$ cat config.mk
export PLATFORM = sky130hd
export DESIGN_NAME = uart_rx_buffered
export DESIGN_NICKNAME = d
export VERILOG_FILES = /design/src/rtl/uart_rx_buffered.sv
export SDC_FILE = /design/constraint.sdc
export NUM_CORES = 1
export LEC_CHECK = 0
export BUFFER_PORTS_ARGS = -buffer_cell sky130_fd_sc_hd__clkbuf_2
export CAP_MARGIN = 20
export CORE_MARGIN = 4
export CORE_UTILIZATION = 50
export CTS_CLUSTER_SIZE = 25
export DETAILED_ROUTE_END_ITERATION = 6
export GPL_TIMING_DRIVEN = 0
export PLACE_DENSITY = 0.7
export SLEW_MARGIN = 25
export SYNTH_ARGS = -nofsm -noshare
export SYNTH_HDL_FRONTEND = slang
export SYNTH_SLANG_ARGS = --single-unit
$ cat constraint.sdc
create_clock -name ser_clk_4x -period 2.05 [get_ports ser_clk_4x]
set_input_delay 0.205 -clock ser_clk_4x [delete_from_list [all_inputs] [get_ports ser_clk_4x]]
set_output_delay 0.205 -clock ser_clk_4x [all_outputs]
set_load 0.03 [all_outputs]
$ cat src/rtl/uart_rx_buffered.sv
// uart_rx_buffered: oversampled 8N1 UART receiver feeding a byte FIFO.
// Ports:
//   ser_clk_4x    sole clock, all state updates on its rising edge
//   rst_n         asynchronous active-low reset
//   SER_RX        serial line, idles high, asynchronous to the clock
//   rd_data       FIFO head byte, 0 when the FIFO is empty
//   rd_valid      FIFO holds at least one byte
//   rd_ready      consumer accepts the head byte this cycle
//   fifo_count    number of bytes held
//   frame_err     sticky, a stop bit was sampled low
//   overrun       sticky, a byte arrived while the FIFO was full
//   err_clear     one-cycle pulse clearing both sticky flags
module uart_rx_buffered #(
    parameter int CLOCKS_PER_BIT = 4,
    parameter int FIFO_DEPTH     = 4
) (
    input  logic                          ser_clk_4x,
    input  logic                          rst_n,
    input  logic                          SER_RX,
    output logic [7:0]                    rd_data,
    output logic                          rd_valid,
    input  logic                          rd_ready,
    output logic [$clog2(FIFO_DEPTH):0]   fifo_count,
    output logic                          frame_err,
    output logic                          overrun,
    input  logic                          err_clear
);

    localparam int CW = $clog2(CLOCKS_PER_BIT);
    localparam int AW = $clog2(FIFO_DEPTH);
    localparam logic [CW-1:0] HALF_M1 = CW'(CLOCKS_PER_BIT / 2 - 1);
    localparam logic [CW-1:0] FULL_M1 = CW'(CLOCKS_PER_BIT - 1);
    localparam logic [AW:0]   DEPTH_C = (AW+1)'(FIFO_DEPTH);

    typedef enum logic [2:0] {
        ST_IDLE,
        ST_START,
        ST_DATA,
        ST_STOP,
        ST_BREAK
    } state_t;

    logic          sync1_q;
    logic          sync2_q;
    logic          rx_s;
    state_t        state_q;
    logic [CW-1:0] cnt_q;
    logic [2:0]    bit_q;
    logic [7:0]    shift_q;

    logic          tick;
    logic          stop_tick;
    logic          push;
    logic          ferr_set;

    logic [7:0]    mem_q [FIFO_DEPTH];
    logic [AW-1:0] wr_ptr_q, wr_ptr_d;
    logic [AW-1:0] rd_ptr_q, rd_ptr_d;
    logic [AW:0]   count_q, count_d;
    logic          ferr_q, ferr_d;
    logic          ovr_q, ovr_d;
    logic          full;
    logic          empty;
    logic          do_pop;
    logic          do_push;
    logic          ovr_set;

    always_ff @(posedge ser_clk_4x or negedge rst_n) begin
        if (!rst_n) begin
            sync1_q <= 1'b1;
            sync2_q <= 1'b1;
        end else begin
            sync1_q <= SER_RX;
            sync2_q <= sync1_q;
        end
    end

    assign rx_s = sync2_q;

    // cnt_q restarts on entering START so the first sample lands
    // half a bit in; later samples are one full bit apart.
    assign tick      = (cnt_q == FULL_M1);
    assign stop_tick = (state_q == ST_STOP) && tick;
    assign push      = stop_tick && rx_s;
    assign ferr_set  = stop_tick && !rx_s;

    always_ff @(posedge ser_clk_4x or negedge rst_n) begin
        if (!rst_n) begin
            state_q <= ST_IDLE;
            cnt_q   <= '0;
            bit_q   <= '0;
            shift_q <= '0;
        end else begin
            unique case (state_q)
                ST_IDLE: begin
                    if (!rx_s) begin
                        state_q <= ST_START;
                        cnt_q   <= '0;
                    end
                end
                ST_START: begin
                    if (cnt_q == HALF_M1) begin
                        cnt_q <= '0;
                        if (rx_s) begin
                            state_q <= ST_IDLE;
                        end else begin
                            state_q <= ST_DATA;
                            bit_q   <= '0;
                        end
                    end else begin
                        cnt_q <= cnt_q + 1'b1;
                    end
                end
                ST_DATA: begin
                    if (tick) begin
                        cnt_q   <= '0;
                        shift_q <= {rx_s, shift_q[7:1]};
                        if (bit_q == 3'd7) begin
                            state_q <= ST_STOP;
                        end else begin
                            bit_q <= bit_q + 1'b1;
                        end
                    end else begin
                        cnt_q <= cnt_q + 1'b1;
                    end
                end
                ST_STOP: begin
                    if (tick) begin
                        cnt_q   <= '0;
                        state_q <= rx_s ? ST_IDLE : ST_BREAK;
                    end else begin
                        cnt_q <= cnt_q + 1'b1;
                    end
                end
                ST_BREAK: begin
                    if (rx_s) begin
                        state_q <= ST_IDLE;
                    end
                end
                default: begin
                    state_q <= ST_IDLE;
                end
            endcase
        end
    end

    assign full    = (count_q == DEPTH_C);
    assign empty   = (count_q == '0);
    assign do_pop  = rd_ready && !empty;
    // A simultaneous pop frees the slot, so a full FIFO still accepts.
    assign do_push = push && (!full || do_pop);
    assign ovr_set = push && full && !do_pop;

    always_comb begin
        wr_ptr_d = wr_ptr_q;
        rd_ptr_d = rd_ptr_q;
        count_d  = count_q;
        if (do_push) begin
            wr_ptr_d = wr_ptr_q + 1'b1;
        end
        if (do_pop) begin
            rd_ptr_d = rd_ptr_q + 1'b1;
        end
        unique case ({do_push, do_pop})
            2'b10:   count_d = count_q + 1'b1;
            2'b01:   count_d = count_q - 1'b1;
            default: count_d = count_q;
        endcase
        // A set in the same cycle wins over err_clear.
        ferr_d = ferr_set || (ferr_q && !err_clear);
        ovr_d  = ovr_set || (ovr_q && !err_clear);
    end

    always_ff @(posedge ser_clk_4x or negedge rst_n) begin
        if (!rst_n) begin
            for (int i = 0; i < FIFO_DEPTH; i++) begin
                mem_q[i] <= '0;
            end
            wr_ptr_q <= '0;
            rd_ptr_q <= '0;
            count_q  <= '0;
            ferr_q   <= 1'b0;
            ovr_q    <= 1'b0;
        end else begin
            if (do_push) begin
                mem_q[wr_ptr_q] <= shift_q;
            end
            wr_ptr_q <= wr_ptr_d;
            rd_ptr_q <= rd_ptr_d;
            count_q  <= count_d;
            ferr_q   <= ferr_d;
            ovr_q    <= ovr_d;
        end
    end

    assign rd_valid   = !empty;
    assign rd_data    = empty ? 8'h00 : mem_q[rd_ptr_q];
    assign fifo_count = count_q;
    assign frame_err  = ferr_q;
    assign overrun    = ovr_q;

endmodule

==> out/results.txt, run 1 <==
Status - finished, final reports clean
Switch share - 0.322
Max-cap violations - 0
P_int - 0.00284 W
CTS tree - yes
Fin. Hold Viols - 0
Worst hold margin - 0.0758 ns
Wire per inst - 16.2 um
Worst hold path class - in2reg
Yosys reg bits - 59
Setup Viol. Count Final - 0
Synth area leader - dfrtp_1
Clock Root Buffer - clkbuf_8
Core ar. - 0.00551 sq mm
Nets - 257
Max Clk Rate - 494 MHz
Critical path class - reg2reg
Commonest non-fill, non-tap cell in the layout - dfrtp_1
Area Growth Syn to Fin - 20.8%
Area share of the largest cell type after synthesis - 0.500
Die ar. - 0.00698 sq mm
Most frequent cells in the layout - dfrtp_1 (54), mux2_2 (40), clkbuf_2 (15)
Slew Limit Headroom - 0.607
Critical-path top delay cell - or4b_4
Max FO, Critical Path - 2
Combinational fraction of design power - 0.318
Die H - 83.5 um
Data required, critical path - 2.32 ns
Final cell count without fillers - 318
All-layer global routing usage - 0.161
ANT nets after route - 0
Power Density - 1220 mW/mm^2
Antenna violations before repair - 0
Worst Setup Start Kind - flop
Final min period - 2.02 ns
CP max stage delay - 0.54 ns
CP Cell Sequence - or4b_4 -> nand3_4 -> ha_4 -> inv_2 -> fa_2 -> xor2_1 -> nor2_1 -> xor2_1
Number of unique standard cell types used by synthesis - 37
Top delay family on crit path - simple AND/OR/NAND/NOR gates
XOR/XNOR share of the synthesized area - 0.0215
Largest net degree at the start of global routing - 42
TritonCTS Sinks - 59
Total Routed Length - 5140 um
Actual slew at the worst max-slew pin - 0.581 ns
DP HPWL - 3310 um
Unrepaired setup endpoints after global routing - true
Vias in the first global route - 1738
GPL Wtd Cong - 0.748
Most common cell on crit path - xor2_1
Largest family of logic cells by synthesized area - multiplexers
H-tree depth - 3
Ant diodes - 0
Vias - 1697
Worst setup EP type - flop
Clock skew - 0.00722 ns
Ys Warns - 0
Port bufs - 18
Die width - 83.5 um
Max-slew violations - 0
Post-synthesis mux area share - 0.240
Mapped cell area - 0.00285 sq mm
Iter 0 DRT Violations - 105
Period Utilization, post-route - 0.987
Worst vdd ir - 0.000730 V
Initial Utilization - 0.518
Pwr Total - 0.00419 W
Ranking of synthesized cells by area - dfrtp_1 (50%), mux2_2 (16%), mux4_2 (6.3%), ha_1 (4.4%), nand4_4 (3.0%)
Clk buf depth - 2
Placed Instances - 292
Share of layout cells above drive strength 1 - 0.480
Clk pwr share - 0.303
Mapped Nets - 217
First-pass GRT wire length - 8690 um
Sw power - 0.00135 W
Buffers and inverters on the worst path - 1
Clk_lat worst skew - 0.34 ns
Sequential share of the synthesized area - 0.519
Avg Vias per Cell - 5.34
CTS buffer count - 9
Fraction of the mapped netlist area in simple logic gates - 0.0943
Crit path DAT - 2.29 ns
# rows - 27
Post-Synthesis Cells - 201
Adder-Cell Fraction of Synth Area - 0.0509
Mapped Avg Cell Area - 14.2 sq um
Synth Area in Compound Gates - 0.0399
CTS clk-pin slew, worst paths - 0.07 ns
GRT overflow - 0
Flop pwr share - 0.380
Pre-antenna DRT Iters - 4
Fin Setup TNS - 0 ns
Static leakage - 1.65 nW
Top Ports - 19
DRC - 0
## stage by stage
step	util	area, sq um	setup slack, ns
floorplan	-	2880	-0.172
global placement	0.555	3060	-0.165
detailed placement	0.559	3080	-0.178
CTS	0.616	3390	-0.0508
global route	0.625	3440	-0.0499
finish	0.625	3440	0.0262
## area by class of cell
| cell class | count | area, sq um |
|---|---|---|
| Sequential cell | 59 | 1480 |
| Timing Repair Buffer | 31 | 208 |
| Fill cell | 422 | 2060 |
| Multi-Input combinational cell | 120 | 1310 |
| Buffer | 9 | 66.3 |
| Inverter | 11 | 41.3 |
| Tap cell | 72 | 90.1 |
| Clock inverter | 6 | 114 |
| Clock buffer | 10 | 128 |
## per-layer routing
| layer | wire length, um | track usage |
|---|---|---|
| met2 | 2470 | 0.246 |
| met1 | 2430 | 0.217 |
| met5 | 0 | 0 |
| met3 | 180 | 0.0513 |
| met4 | 68 | 0.0614 |
## flip-flops by register name (all words and copies together) (netlist names), 2 cells and up
register    cells
fifo_count      3
cnt_q           2
rd_ptr_q        2
wr_ptr_q        2
mem_q          32
shift_q         8
bit_q           3
state_q         3
## synthesized netlist by cell type
library cell / count
dfrtp_1: 57
mux2_2: 40
inv_1: 11
and2_1: 10
ha_1: 10
buf_2: 8
mux4_2: 8
a21oi_1: 6
nand4_4: 4
nor2_1: 4
xor2_1: 4
mux2i_1: 3
nor4b_1: 3
xnor2_1: 3
a22o_1: 2
clkbuf_1: 2
dfstp_2: 2
mux2_1: 2
nand2_1: 2
o21ai_0: 2
o22ai_1: 2
a211oi_1: 1
a221o_1: 1
a22oi_1: 1
a32o_1: 1
and4b_1: 1
buf_6: 1
fa_1: 1
nand2b_1: 1
nand3_1: 1
nand3_2: 1
nor2b_1: 1
nor4bb_1: 1
o22a_1: 1
or3_1: 1
or3b_2: 1
or4b_1: 1
## timing repair
action	in CTS	in global routing
setup buffers	5	5
setup endpoints to repair	10	10
hold buffers	2	0
gates resized for setup	6	11
hold endpoints to repair	19	0
pin swaps	3	1
## cells by family (layout without fill, tap and decap cells)
kind of cell             count (synthesis)  after routing
adder cells (fa/ha/maj)                 11             11
buffers and inverters                   22             67
XOR/XNOR                                 7              7
AND/OR/NAND/NOR                         32             32
AO/OA/AOI/OAI                           17             17
flip-flops                              59             59
multiplexers                            53             53
## power groups by stage
stage	sequential, W	combinational, W	clock (W)
floorplan	0.00159	0.000934	0
global placement	0.00157	0.00123	0
detailed placement	0.00158	0.00126	0
CTS	0.00159	0.00130	0.00130
global route	0.00163	0.00148	0.00136
finish	0.00159	0.00133	0.00127
## final timing paths
path	startpoint	to	slack, ns	cells after the start
max	fifo_count[0]$_DFFE_PN0P_	fifo_count[2]$_DFFE_PN0P_	0.03	8
max in group asynchronous	rst_n	rx_s$_DFF_PN1_	1.17	3
max reg2reg	fifo_count[0]$_DFFE_PN0P_	fifo_count[2]$_DFFE_PN0P_	0.03	8
min in group asynchronous	rst_n	frame_err$_DFF_PN0_	0.31	2
min	err_clear	overrun$_DFF_PN0_	0.08	2
min reg2reg	sync1_q$_DFF_PN1_	rx_s$_DFF_PN1_	0.36	0
Note: power is estimated with default switching activity, not from simulation.
==> inputs of run 2 (changes only) <==
- BUFFER_PORTS_ARGS: -buffer_cell sky130_fd_sc_hd__clkbuf_2 -> unset
- DONT_BUFFER_PORTS: unset -> 1
- PLACE_DENSITY: 0.7 -> 0.68
==> out/results.txt, run 2 (synthesized netlist as in run 1, its figures left out) <==
GRT overflow - 0 (unchanged)
Worst setup EP type - flop (unchanged)
Period Utilization, post-route - 1.09 (was 0.987)
Most flop-heavy register - mem_q (unchanged)
Clock Root Buffer - clkbuf_8 (unchanged)
Vias in the first global route - 1845 (was 1738)
WL met1 - 2340 um (was 2430 um)
Placed Instances - 273 (was 292)
CP Cell Sequence - or4b_4 -> nand3_4 -> ha_4 -> inv_2 -> fa_2 -> xor2_1 -> nor2_1 -> xor2_1 (unchanged)
Core ar. - 0.00551 sq mm (unchanged)
Max Clk Rate - 447 MHz (was 494 MHz)
Nets - 234 (was 257)
Fin. Hold Viols - 0 (unchanged)
Max-cap violations - 0 (unchanged)
Ant diodes - 0 (unchanged)
Reg-to-Reg End - fifo_count[2]$_DFFE_PN0P_ (unchanged)
Final cell count without fillers - 295 (was 318)
Max FO, Critical Path - 5 (was 2)
Worst Hold End - rd_ptr_q[1]$_DFFE_PN0P_ (was overrun$_DFF_PN0_)
Hold Crit Depth - 2 (unchanged)
Largest net degree at the start of global routing - 60 (was 42)
CTS buffer count - 9 (unchanged)
Power Density - 1200 mW/mm^2 (was 1220 mW/mm^2)
Unrepaired setup endpoints after global routing - true (unchanged)
DRC - 0 (unchanged)
ANT nets after route - 0 (unchanged)
First-pass GRT wire length - 9610 um (was 8690 um)
CTS tree - yes (unchanged)
Slew Limit Headroom - 0.629 (was 0.607)
Die width - 83.5 um (unchanged)
Die H - 83.5 um (unchanged)
Data required, critical path - 2.31 ns (was 2.32 ns)
Most common cell on crit path - xor2_1 (unchanged)
Final min period - 2.24 ns (was 2.02 ns)
Port bufs - 0 (was 18)
Failing checks - setup timing
All-layer global routing usage - 0.180 (was 0.161)
Largest register FFs - 32 (unchanged)
Pre-antenna DRT Iters - 4 (unchanged)
Max-slew violations - 0 (unchanged)
DP HPWL - 3590 um (was 3310 um)
Actual slew at the worst max-slew pin - 0.549 ns (was 0.581 ns)
Static leakage - 1.54 nW (was 1.65 nW)
Initial Utilization - 0.518 (unchanged)
Clk buf depth - 2 (unchanged)
Die ar. - 0.00698 sq mm (unchanged)
Clk_lat worst skew - 0.34 ns (about the same)
Clock skew - 0.0110 ns (was 0.00722 ns)
Fin Setup TNS - -0.201 ns (was 0 ns)
GPL Wtd Cong - 0.760 (was 0.748)
Vias - 1637 (was 1697)
Worst hold path class - in2reg (unchanged)
Worst vdd ir - 0.000816 V (was 0.000730 V)
Avg Vias per Cell - 5.55 (was 5.34)
Status - finished with violations (was finished, final reports clean)
Filler cells - 423 (was 422)
CP max stage delay - 0.58 ns (was 0.54 ns)
Hold Startpoint - rd_ready (was err_clear)
Largest registers - mem_q: 32 flops, shift_q: 8 flops (unchanged)
Wire per inst - 18.8 um (was 16.2 um)
Total Routed Length - 5550 um (was 5140 um)
Critical-path top delay cell - or4b_4 (unchanged)
H-tree depth - 3 (unchanged)
Antenna violations before repair - 0 (unchanged)
Setup slack after layout - -0.189 ns (was 0.0262 ns)
Top Ports - 19 (unchanged)
TritonCTS Sinks - 59 (unchanged)
Highest metal used - met4 (unchanged)
Worst Setup Start Kind - flop (unchanged)
Iter 0 DRT Violations - 114 (was 105)
Top delay family on crit path - simple AND/OR/NAND/NOR gates (unchanged)
Commonest non-fill, non-tap cell in the layout - dfrtp_1 (unchanged)
# rows - 27 (unchanged)
Most frequent cells in the layout - dfrtp_1 (54), mux2_2 (39), clkbuf_8 (12) (was dfrtp_1 (54), mux2_2 (40), clkbuf_2 (15))
Detail Route met2 WL - 2840 um (was 2470 um)
FF-to-FF path depth - 8 (unchanged)
FF-to-FF Start - fifo_count[0]$_DFFE_PN0P_ (unchanged)
Buffers and inverters on the worst path - 1 (unchanged)
Share of layout cells above drive strength 1 - 0.422 (was 0.480)
Register-to-register setup slack - -0.19 ns (was 0.03 ns)
Met3 routed WL - 286 um (was 180 um)
Critical path class - reg2reg (unchanged)
Crit path DAT - 2.50 ns (was 2.29 ns)
Area Growth Syn to Fin - 14.6% (was 20.8%)
CTS clk-pin slew, worst paths - 0.07 ns (about the same)
Setup Viol. Count Final - 2 (was 0)
[run 2: changes by cell type in the layout (fill, tap and decap cells not counted), moves of 2 or more]
cell,change
and2_2,+3
clkinvlp_4,-2
buf_4,-5
and2_1,-2
buf_6,-3
clkbuf_8,+3
clkbuf_2,-15
bufinv_16,-2
[run 2: stage by stage]
step / utilization / hold WS [ns] / worst slack [ns] / power, W / cell area (sq um)
detailed placement: 0.539 / -0.0887 / -0.322 / 0.00280 / 2970
floorplan: - / -0.0906 / -0.172 / 0.00252 / 2880
finish: 0.594 / 0.0332 / -0.189 / 0.00393 / 3270
global route: 0.594 / 0.0438 / -0.232 / 0.00419 / 3270
global placement: 0.539 / -0.0888 / -0.236 / 0.00270 / 2970
CTS: 0.594 / 0.0161 / -0.284 / 0.00399 / 3270
[run 2: report_power, final]
group	internal, W	switching (W)	leakage (nW)
sequential	0.00138	0.000292	0.787
clock	0.000660	0.000434	0.107
combinational	0.000556	0.000607	0.648
total	0.00260	0.00133	1.54
[run 2: final cells by class]
class                   instances  area [sq um]  area share
well taps                      72          90.1      0.0276
plain buffers                   9          52.6      0.0161
repair buffers                  8          87.6      0.0268
inverters                      11          41.3      0.0126
clock buffers                  14           173      0.0528
clock inverters                 2          35.0      0.0107
multi-input cells             120          1310       0.400
flip-flops and latches         59          1480       0.454
[run 2: how the worst max path moves through the flow]
stage	to	cells past startpoint	slack [ns]	from
after detailed placement	fifo_count[2]$_DFFE_PN0P_	9	-0.32	fifo_count[2]$_DFFE_PN0P_
final	fifo_count[2]$_DFFE_PN0P_	8	-0.19	fifo_count[0]$_DFFE_PN0P_
after floorplan	fifo_count[2]$_DFFE_PN0P_	9	-0.17	fifo_count[0]$_DFFE_PN0P_
after global placement	fifo_count[2]$_DFFE_PN0P_	9	-0.24	fifo_count[2]$_DFFE_PN0P_
after global routing	fifo_count[2]$_DFFE_PN0P_	8	-0.23	fifo_count[0]$_DFFE_PN0P_
after CTS	fifo_count[2]$_DFFE_PN0P_	9	-0.28	fifo_count[0]$_DFFE_PN0P_
[run 2: what timing repair did]
item | in CTS | in global routing
buffers inserted | 3 | 1
hold endpoints to repair | 62 | 0
pin swaps | 7 | 3
hold buffers | 4 | 0
gates resized for setup | 8 | 4
endpoints found under the setup margin | 10 | 35
[run 2: layer usage]
| layer | track usage | vias up |
|---|---|---|
| li1 | - | 761 |
| met1 | 0.223 | 836 |
| met2 | 0.288 | 31 |
| met3 | 0.0671 | 9 |
| met4 | 0.0702 | 0 |
| met5 | 0 | - |
